### config.mk
export PLATFORM = sky130hd
export DESIGN_NAME = duc_interp_flat
export DESIGN_NICKNAME = d
export VERILOG_FILES = /design/src/rtl/duc_interp_pkg.sv /design/src/rtl/duc_interp_if.sv /design/src/rtl/duc_interp_hb.sv /design/src/rtl/duc_interp.sv /design/src/flat_wrapper.sv
export SDC_FILE = /design/constraint.sdc
export NUM_CORES = 1
export LEC_CHECK = 0
export ABC_AREA = 1
export ABC_CLOCK_PERIOD_IN_PS = 5950
export CAP_MARGIN = 20
export CORE_MARGIN = 1
export CORE_UTILIZATION = 60
export DETAILED_ROUTE_END_ITERATION = 16
export PLACE_DENSITY = 0.85
export SLEW_MARGIN = 10
export SYNTH_ARGS = -nofsm -noshare
export SYNTH_HDL_FRONTEND = slang
export SYNTH_SLANG_ARGS = --single-unit
### constraint.sdc
create_clock -name clk -period 5.95 [get_ports clk]
set_input_delay 1.19 -clock clk [delete_from_list [all_inputs] [get_ports clk]]
set_output_delay 1.19 -clock clk [all_outputs]
set_load 0.01 [all_outputs]
### src/rtl/duc_interp_pkg.sv
// Shared types, halfband constants and arithmetic helpers for the DUC interpolator.
package ducPkg;
   localparam int SampleW    = 18;
   localparam int SumW       = 23;
   localparam int RoundShift = 4;

   typedef logic signed [SampleW-1:0] sample_t;
   typedef logic signed [SumW-1:0]    acc_t;

   typedef enum logic {PhaseEven = 1'b0, PhaseOdd = 1'b1} phase_t;

   // Tap0 weights the newest delay-line entry x0, Tap3 the oldest x3.
   localparam acc_t Tap0       = -23'sd1;
   localparam acc_t Tap1       = 23'sd9;
   localparam acc_t Tap2       = 23'sd9;
   localparam acc_t Tap3       = -23'sd1;
   localparam acc_t RoundConst = 23'sd8;
   localparam acc_t SatMax     = 23'sd131071;
   localparam acc_t SatMin     = -23'sd131072;

   function automatic acc_t widen(input sample_t s);
      return {{(SumW-SampleW){s[SampleW-1]}}, s};
   endfunction

   function automatic sample_t saturate(input acc_t v);
      sample_t result;
      if (v > SatMax)
         result = SatMax[SampleW-1:0];
      else if (v < SatMin)
         result = SatMin[SampleW-1:0];
      else
         result = v[SampleW-1:0];
      return result;
   endfunction
endpackage

### src/rtl/duc_interp_if.sv
// Baseband sample request/response and output sample stream of the interpolator.
interface ducIf;
   import ducPkg::*;

   logic    sampleReq;
   logic    sampleValid;
   sample_t iIn;
   sample_t qIn;
   sample_t iOut;
   sample_t qOut;
   logic    outClkEn;

   modport master (output sampleValid, iIn, qIn, input sampleReq, iOut, qOut, outClkEn);
   modport slave  (input sampleValid, iIn, qIn, output sampleReq, iOut, qOut, outClkEn);
endinterface

### src/rtl/duc_interp_hb.sv
// One rail of the 2x halfband interpolator: four-entry delay line and polyphase output register.
module halfbandInterp2
   import ducPkg::*;
(
   input  logic    clk,
   input  logic    reset,
   input  logic    clear,
   input  logic    tick,
   input  logic    consume,
   input  logic    bypass,
   input  sample_t sampleIn,
   output sample_t sampleOut
);
   sample_t x0, x1, x2, x3;
   acc_t    tapSum;
   acc_t    rounded;
   acc_t    shifted;
   sample_t oddSample;

   // Odd polyphase branch: interpolated point between x2 and x1, rounded then clipped.
   always_comb begin
      tapSum    = Tap3 * widen(x3) + Tap2 * widen(x2) + Tap1 * widen(x1) + Tap0 * widen(x0);
      rounded   = tapSum + RoundConst;
      shifted   = rounded >>> RoundShift;
      oddSample = saturate(shifted);
   end

   // On a shifting tick the even output is x1 before the shift, which is x2 after it.
   always_ff @(posedge clk or negedge reset) begin
      if (!reset) begin
         x0        <= '0;
         x1        <= '0;
         x2        <= '0;
         x3        <= '0;
         sampleOut <= '0;
      end else begin
         if (clear) begin
            x0 <= '0;
            x1 <= '0;
            x2 <= '0;
            x3 <= '0;
         end else if (consume && !bypass) begin
            x0 <= sampleIn;
            x1 <= x0;
            x2 <= x1;
            x3 <= x2;
         end
         if (tick) begin
            if (bypass)
               sampleOut <= sampleIn;
            else if (consume)
               sampleOut <= x1;
            else
               sampleOut <= oddSample;
         end
      end
   end
endmodule

### src/rtl/duc_interp.sv
// DUC interpolator top: shared rate counter, phase, sample handshake and error flags driving I and Q rails.
module duc_interp
   import ducPkg::*;
(
   input  logic       clk,
   input  logic       reset,
   input  logic       enable,
   input  logic [7:0] interpRatio,
   input  logic       bypassHb,
   input  logic       clearErr,
   output logic       underflow,
   output logic       overrun,
   ducIf.slave        bus
);
   logic [7:0] counter, counterNext;
   phase_t     phase, phaseNext;
   logic       holdFull, holdFullNext;
   logic       wasEnabled;
   logic       sampleReqReg, sampleReqNext;
   logic       outClkEnReg;
   sample_t    holdI, holdQ;
   sample_t    shiftI, shiftQ;
   sample_t    iOutRail, qOutRail;
   logic       tick, consume, captureHold, underflowSet, overrunSet;

   // A sample arriving on the consuming clock itself bypasses the hold register.
   always_comb begin
      tick          = enable && (counter == 8'd0);
      consume       = tick && ((phase == PhaseEven) || bypassHb);
      captureHold   = enable && bus.sampleValid && !holdFull && !consume;
      underflowSet  = consume && !holdFull && !bus.sampleValid;
      overrunSet    = enable && bus.sampleValid && holdFull;
      shiftI        = '0;
      shiftQ        = '0;
      counterNext   = tick ? interpRatio : counter - 8'd1;
      phaseNext     = phase;
      holdFullNext  = holdFull;
      sampleReqNext = !wasEnabled || consume;
      if (holdFull) begin
         shiftI = holdI;
         shiftQ = holdQ;
      end else if (bus.sampleValid) begin
         shiftI = bus.iIn;
         shiftQ = bus.qIn;
      end
      if (tick)
         phaseNext = (phase == PhaseEven) ? PhaseOdd : PhaseEven;
      if (consume)
         holdFullNext = 1'b0;
      else if (captureHold)
         holdFullNext = 1'b1;
      if (!enable) begin
         counterNext   = interpRatio;
         phaseNext     = PhaseOdd;
         holdFullNext  = 1'b0;
         sampleReqNext = 1'b0;
      end
   end

   always_ff @(posedge clk or negedge reset) begin
      if (!reset) begin
         counter      <= 8'd0;
         phase        <= PhaseOdd;
         holdFull     <= 1'b0;
         wasEnabled   <= 1'b0;
         sampleReqReg <= 1'b0;
         outClkEnReg  <= 1'b0;
         holdI        <= '0;
         holdQ        <= '0;
      end else begin
         counter      <= counterNext;
         phase        <= phaseNext;
         holdFull     <= holdFullNext;
         wasEnabled   <= enable;
         sampleReqReg <= sampleReqNext;
         outClkEnReg  <= tick;
         if (captureHold) begin
            holdI <= bus.iIn;
            holdQ <= bus.qIn;
         end
      end
   end

   // A set event wins over a simultaneous clear so no error is ever lost.
   always_ff @(posedge clk or negedge reset) begin
      if (!reset) begin
         underflow <= 1'b0;
         overrun   <= 1'b0;
      end else begin
         underflow <= underflowSet || (underflow && !clearErr);
         overrun   <= overrunSet || (overrun && !clearErr);
      end
   end

   halfbandInterp2 railI (
      .clk       (clk),
      .reset     (reset),
      .clear     (!enable),
      .tick      (tick),
      .consume   (consume),
      .bypass    (bypassHb),
      .sampleIn  (shiftI),
      .sampleOut (iOutRail)
   );

   halfbandInterp2 railQ (
      .clk       (clk),
      .reset     (reset),
      .clear     (!enable),
      .tick      (tick),
      .consume   (consume),
      .bypass    (bypassHb),
      .sampleIn  (shiftQ),
      .sampleOut (qOutRail)
   );

   assign bus.sampleReq = sampleReqReg;
   assign bus.outClkEn  = outClkEnReg;
   assign bus.iOut      = iOutRail;
   assign bus.qOut      = qOutRail;
endmodule

### src/flat_wrapper.sv
// flat-port wrapper written by rule: the top's interface ports become plain ports
module duc_interp_flat import ducPkg::*;
  (clk, reset, enable, interpRatio, bypassHb, clearErr, underflow, overrun, bus_sampleValid, bus_iIn, bus_qIn, bus_sampleReq, bus_iOut, bus_qOut, bus_outClkEn);
  ducIf bus_i ();
  input  logic clk;
  input  logic reset;
  input  logic enable;
  input  logic [7:0] interpRatio;
  input  logic bypassHb;
  input  logic clearErr;
  output logic underflow;
  output logic overrun;
  input wire logic [$bits(bus_i.sampleValid)-1:0] bus_sampleValid;
  input wire logic [$bits(bus_i.iIn)-1:0] bus_iIn;
  input wire logic [$bits(bus_i.qIn)-1:0] bus_qIn;
  output wire logic [$bits(bus_i.sampleReq)-1:0] bus_sampleReq;
  output wire logic [$bits(bus_i.iOut)-1:0] bus_iOut;
  output wire logic [$bits(bus_i.qOut)-1:0] bus_qOut;
  output wire logic [$bits(bus_i.outClkEn)-1:0] bus_outClkEn;
  assign bus_i.sampleValid = bus_sampleValid;
  assign bus_i.iIn = bus_iIn;
  assign bus_i.qIn = bus_qIn;
  assign bus_sampleReq = bus_i.sampleReq;
  assign bus_iOut = bus_i.iOut;
  assign bus_qOut = bus_i.qOut;
  assign bus_outClkEn = bus_i.outClkEn;
  duc_interp u_core (.clk(clk), .reset(reset), .enable(enable), .interpRatio(interpRatio), .bypassHb(bypassHb), .clearErr(clearErr), .underflow(underflow), .overrun(overrun), .bus(bus_i));
endmodule
# Yosys cells after proc, flatten, opt, wreduce, memory -nomap -nowiden
# Cells that the tools add are included.
# word_totals
reg_bits	231
in_bits	50
# classes
n_bitwise	1
eq_ne	3
mul	4
addsub	13
n_mux	37
n_lt_le_gt_ge	4
n_reduce_logical	22
# op_table
cell	n
two-way mux 18 bit	28
adder 23 bit	6
multiplier 5 x 18 -> 23 bit, first input constant	4
negator 18 -> 23 bit	4
adder 23 x 5 -> 23 bit, second input constant	2
greater-than comparator 19 x 18 -> 1 bit, second input constant	2
less-than comparator 19 x 18 -> 1 bit, second input constant	2
two-way mux 8 bit	2
logical AND 1 bit	11
logical NOT 8 bit	1
subtractor 8 x 1 -> 8 bit, second input constant	1
two-way mux 1 bit	7
logical NOT 1 bit	6
logical OR 1 bit	4
inequality test 2 x 1 -> 1 bit, second input constant	2
inequality test 3 x 1 -> 1 bit, second input constant	1
NOT 1 bit	1

# Logic depth before layout (Yosys ltp)
# depth
depth_word	10
mapped_depth	27
mapped_depth_nobuf	27

# Modules after synthesis
# A second synthesis with hierarchy kept.
# hier_totals
hier_cells	2357
area_unflattened_um2	19442.4
# modules_own_cells
module	cells_per_inst	area_per_inst_um2	seq_area_each_um2	instances
halfbandInterp2 (u_core.railI)	999	8304.2	2252.2	1
halfbandInterp2 (u_core.railQ)	992	8286.7	2252.2	1
duc_interp	366	2851.5	1277.5	1

# Worst setup path after synthesis
# OpenSTA, ideal clock, no wires.
# synth_timing
kind	reg2reg
startpoint	reg u_core.railQ.x0[16]
endpoint	reg u_core.railQ.sampleOut[10]
setup_slack_ps	1467
arrival_ps	4367
path_stages_with_launch	21
required_ps	5834
path_cell_list	dfrtp_1 inv_1 ha_1 fa_1 fa_1 inv_1 fa_1 fa_1 inv_1 ha_1 a21oi_1 nand2_1 a21oi_1 nand3_1 nand2_1 nand2_1 a21oi_4 buf_6 nand2_1 nand2_1 nand2_1
# synth_between
elab_chain_cells	8
elab_cells_between_ends	9
classes_between	3 x add/sub; 2 x order compare; 4 x mux
# synth_lines
item	line_no	rtl
start: declaration	duc_interp_hb.sv:14	sample_t x0, x1, x2, x3;
start signal: assignment	duc_interp_hb.sv:43	x0 <= sampleIn;
negator 18 -> 23 bit (implied by the code) (*)	duc_interp_hb.sv:22	tapSum = Tap3 * widen(x3) + Tap2 * widen(x2) + Tap1 * widen(x1) + Tap0 * widen(x0);
adder 23 bit (*)	duc_interp_hb.sv:22	
adder 23 x 5 -> 23 bit (*)	duc_interp_hb.sv:23	rounded = tapSum + RoundConst;
less-than comparator 19 x 18 -> 1 bit	duc_interp_pkg.sv:29	else if (v < SatMin)
two-way mux 18 bit	duc_interp_pkg.sv:29	
two-way mux 18 bit (*)	duc_interp_pkg.sv:27	if (v > SatMax)
two-way mux 18 bit (*)	duc_interp_hb.sv:51	else if (consume)
two-way mux 18 bit (*)	duc_interp_hb.sv:49	if (bypass)
end signal: assignment	duc_interp_hb.sv:50	sampleOut <= sampleIn;
end signal: assignment	duc_interp_hb.sv:54	sampleOut <= oddSample;
end: declaration	duc_interp_hb.sv:12	output sample_t sampleOut
# Every way passes the cells marked *; elsewhere a longest branch is shown, timed or not.
# A chain may end at the register's enable or synchronous reset.

# Final worst setup path
# layout_timing
startpoint	reg u_core.railQ.x3[14]
endpoint	reg u_core.railQ.sampleOut[6]
# layout_between
elab_chain_cells	10
elab_cells_between_ends	11
classes_between	5 x add/sub; 2 x order compare; 4 x mux
# layout_lines
item	line_no	rtl
start: declaration	duc_interp_hb.sv:14	
start signal: assignment	duc_interp_hb.sv:34	x3 <= '0;
start signal: assignment	duc_interp_hb.sv:41	x3 <= '0;
start signal: assignment	duc_interp_hb.sv:46	x3 <= x2;
negator 18 -> 23 bit (implied by the code) (*)	duc_interp_hb.sv:22	
adder 23 bit (*) (3 in a row)	duc_interp_hb.sv:22	
adder 23 x 5 -> 23 bit (*)	duc_interp_hb.sv:23	
less-than comparator 19 x 18 -> 1 bit	duc_interp_pkg.sv:29	
two-way mux 18 bit	duc_interp_pkg.sv:29	
two-way mux 18 bit (*)	duc_interp_pkg.sv:27	
two-way mux 18 bit (*)	duc_interp_hb.sv:51	
two-way mux 18 bit (*)	duc_interp_hb.sv:49	
# Marked as above.

==> summary.txt <==
Clock tree
  – PostCTS Resize Cnt: 0
  – Clock net sink count: ~230
  – Number of hold-repair buffers added at the cts stage: 0
  – Worst-Skew Late Latency: roughly 560 ps
  – Worst-path clk slew: 60 ps
  – Setup repair bufs after CTS: 0
  – TritonCTS Buffers: 25
  – Root buffer selected by CTS: sky130_fd_sc_hd__clkbuf_16
  – CTS max path bufs: 3
  – Htree depth: 1
  – TritonCTS clock tree: built

Yosys
  – Fraction of the yosys area taken by sequential cells: 30.4%
  – Post-synthesis register bit count: 231
  – Cell type contributing the most total cell area after synthesis: sky130_fd_sc_hd__dfrtp_1
  – Synth top area cells: sky130_fd_sc_hd__dfrtp_1 (30%), sky130_fd_sc_hd__fa_1 (15%), sky130_fd_sc_hd__ha_1 (13%), sky130_fd_sc_hd__nand2_1 (13%), sky130_fd_sc_hd__inv_1 (8.9%)
  – Total standard cell area after synthesis: 19000 um^2
  – Synth Net Count: 2777
  – Count of synthesis-stage warnings from yosys: 0
  – Average cell area after synthesis: about 8 um^2
  – Synthesized instance count: between 2000 and 2500
  – Area share of the largest cell type after synthesis: 30.3%
  – Cell variety after synth: 36

Layout
  – Antenna diode count: 0
  – Area growth from synthesis to layout: 10.4%
  – Core occupancy in the finished layout: around two thirds
  – Most common cell after layout, fill and taps aside: sky130_fd_sc_hd__nand2_1
  – Summed area of non-filler cells in the final layout: 21000 um^2
  – Final nets: about 2800
  – Fraction of layout instances using a drive strength above 1: around 3.1%
  – Top library cells by usage in the layout, fill and taps aside: sky130_fd_sc_hd__nand2_1 (658), sky130_fd_sc_hd__inv_1 (452), sky130_fd_sc_hd__dfrtp_1 (230), sky130_fd_sc_hd__o21ai_0 (205), sky130_fd_sc_hd__ha_1 (201)

Routing
  – Met2 wire length: around 23 mm
  – Routed wirelength normalized by instance count: between 15 and 20 um
  – Via/cell ratio: 5.58
  – Via count: approximately 16000
  – Total length of routed met3 wires: 3.96 mm
  – Top layer reached by signal wires: met4
  – Detailed-routing iteration count for the pre-antenna-repair pass: 8
  – Antenna viol nets, final: 0
  – Wire length after detailed routing: between 40 and 50 mm
  – Met1 WL: ~21 mm
  – Initial DRC Count: 1444
  – Remaining DRCs: 0

Place
  – IO Port Bufs: 89
  – Cell area after placement: ~20000 um^2
  – Worst slack at placement: 842 ps
  – Final weighted congestion in routability-driven placement: 0.909
  – HPWL after detailed placement: ~36 mm

Timing
  – Final setup fails: 0
  – Setup repair after global routing missed its margin: false
  – Worst Setup Slack, final: around 790 ps
  – Minimum clock period after layout: between 5000 and 6000 ps
  – Final number of max-transition violations: 0
  – Final critical-path share of the clock period: a little under 90%
  – Setup tns final: 0 ps
  – Slew Limit Headroom: between 30% and 40%
  – Clock skew: around 24 ps
  – Fmax achieved: 194 MHz
  – Endpoints failing hold: 0
  – Tightest Pin Transition: approximately 1000 ps

Floorplanning
  – Standard-cell rows: 64
  – Floorplan die area: between 30000 and 40000 um^2
  – Overall die width: between 150 and 200 um
  – Initial core utilization: about three fifths
  – Top-level I/O count: 90
  – Core area: roughly 31000 um^2
  – Die Y-Extent: ~180 um

Outcome
  – Status: complete, no violations

Worst setup path
  – Dominant cell type by count on the critical path: sky130_fd_sc_hd__nand2_1
  – Setup crit end kind: flip-flop
  – Critical-path top delay cell: sky130_fd_sc_hd__fa_1
  – Peak per-stage delay on the critical path: around 550 ps
  – Kind of start point of the critical path: flip-flop
  – CP Data Required Time: ~6400 ps
  – Worst setup path category: flip-flop to flip-flop
  – Ordered list of cells on the worst path: inv_1 -> ha_1 -> fa_1 -> fa_1 -> inv_1 -> fa_1 -> fa_1 -> inv_1 -> ha_1 -> nand2_1 -> nor2_2 -> nand2_1 -> nor2_1 -> nand2_1 -> nand4_1 -> nand2_1 -> a21oi_4 -> nand2_1 -> nand2_1 -> nand2_1
  – CP arrival: between 5000 and 6000 ps
  – Maximum fanout encountered on the critical timing path: 17

Global route
  – Antenna violations before repair: 0
  – First-pass GRT wire length: 82.4 mm
  – Overall routing resource usage: about a third
  – Largest net degree at the start of global routing: 120
  – Vias in the first global route: between 15000 and 20000
  – GR Overflow Total: 0

Power and ir drop
  – LEAKAGE: ~11 nW
  – Power density cells: 177 nW/um^2
  – Peak supply drop: roughly 250 uV

Worst hold path
  – Hold/Removal Path Class: flip-flop to flip-flop

Run
  – Number of max-capacitance violations reported: 0
[routing by layer]
layer	vias up	global-route usage, %
li1	7482	-
met1	7566	44.5
met2	707	51.1
met3	101	4.16
met4	0	8.99
met5	-	0
[power breakdown]
group	switching, mW	total (mW)	internal, mW
Combinational	0.184	0.272	0.0881
Sequential	0.0303	1.65	1.62
Clock	0.715	1.79	1.08
[cell families (layout without fill, tap and decap cells)]
| group | after synthesis | after routing | share of synthesized area (%) |
|---|---|---|---|
| adders and majority gates | 345 | 345 | 28.4 |
| buffers and inverters | 534 | 600 | 11.4 |
| DFF | 231 | 231 | 30.4 |
| AOI/OAI and AO/OA | 338 | 338 | 9.39 |
| xor gates and xnor gates | 33 | 33 | 1.52 |
| and+or+nand+nor | 901 | 901 | 18.9 |
[synth_stat cells]
library cell and number:
sky130_fd_sc_hd__buf_1 1, sky130_fd_sc_hd__nand2_1 658, sky130_fd_sc_hd__dfstp_2 1, sky130_fd_sc_hd__clkinv_1 1, sky130_fd_sc_hd__nand2_2 8, sky130_fd_sc_hd__o22ai_1 11
sky130_fd_sc_hd__o21ai_0 205, sky130_fd_sc_hd__buf_2 15, sky130_fd_sc_hd__dfrtp_1 230, sky130_fd_sc_hd__nand3_1 106, sky130_fd_sc_hd__clkinv_4 1, sky130_fd_sc_hd__a21oi_4 3
sky130_fd_sc_hd__o31ai_1 2, sky130_fd_sc_hd__or2_2 2, sky130_fd_sc_hd__buf_6 17, sky130_fd_sc_hd__buf_4 1, sky130_fd_sc_hd__nor3_1 4, sky130_fd_sc_hd__ha_1 201
sky130_fd_sc_hd__and2_1 2, sky130_fd_sc_hd__inv_1 452, sky130_fd_sc_hd__fa_1 144, sky130_fd_sc_hd__nor2_2 3, sky130_fd_sc_hd__inv_2 1, sky130_fd_sc_hd__a31oi_1 3
sky130_fd_sc_hd__xnor2_1 10, sky130_fd_sc_hd__nand4_1 15, sky130_fd_sc_hd__a21oi_1 61, sky130_fd_sc_hd__nor2_1 102, sky130_fd_sc_hd__a21o_1 4, sky130_fd_sc_hd__nand2_4 1
sky130_fd_sc_hd__clkbuf_2 6, sky130_fd_sc_hd__o21bai_1 8, sky130_fd_sc_hd__o32ai_1 2, sky130_fd_sc_hd__o21ai_1 39, sky130_fd_sc_hd__xor2_1 23, sky130_fd_sc_hd__clkbuf_1 39
[state kept, by name, indices dropped and copies added (netlist names), 8 cells and up]
| name | flops |
|---|---|
| u_core.railI.x1 | 18 |
| u_core.holdI | 18 |
| u_core.railQ.x1 | 18 |
| u_core.railI.x2 | 18 |
| u_core.railQ.x0 | 18 |
| u_core.counter | 8 |
| u_core.railQ.x3 | 18 |
| u_core.railI.x0 | 18 |
| u_core.railI.sampleOut | 18 |
| u_core.railQ.x2 | 18 |
| u_core.railQ.sampleOut | 18 |
| u_core.railI.x3 | 18 |
| u_core.holdQ | 18 |
[cell type report]
cell class | count | area [um^2]
Clock inverter | 17 | 268
Inverter | 455 | 1710
Sequential cell | 231 | 5780
Timing Repair Buffer | 99 | 993
Multi-Input combinational cell | 1617 | 11100
Tap cell | 396 | 495
Fill cell | 2441 | 9910
Clock buffer | 29 | 671
[stage by stage]
step	cells	hold WS [ps]	power, mW
final	2844	443	3.72
after global routing	2844	464	3.83
after CTS	2844	442	3.73
after detailed placement	2798	434	1.95
after global placement	2798	429	1.94
after floorplan	2382	400	1.82
[critical path: cells and delay by family (launching register included)]
kind	cells	cell delay, ps
and+or+nand+nor	10	1170
buffers and inverters	3	160
adders and majority gates	6	2850
DFF	1	360
AOI/OAI and AO/OA	1	470
[worst paths after layout]
check                      cells after the start  slack [ps]                                    end                       startpoint
min reg2reg                                    1         440            u_core.counter[0]$_DFF_PN0_      u_core.counter[0]$_DFF_PN0_
max in group asynchronous                      2        4030  u_core.railI.sampleOut[2]$_DFFE_PN0P_                            reset
max                                           20         790  u_core.railQ.sampleOut[6]$_DFFE_PN0P_  u_core.railQ.x3[14]$_DFFE_PN0P_
max reg2reg                                   20         790  u_core.railQ.sampleOut[6]$_DFFE_PN0P_  u_core.railQ.x3[14]$_DFFE_PN0P_
min in group asynchronous                      1         730            u_core.holdQ[1]$_DFFE_PN0P_                            reset
min                                            1         440            u_core.counter[0]$_DFF_PN0_      u_core.counter[0]$_DFF_PN0_
(Power assumes the default switching activity.)
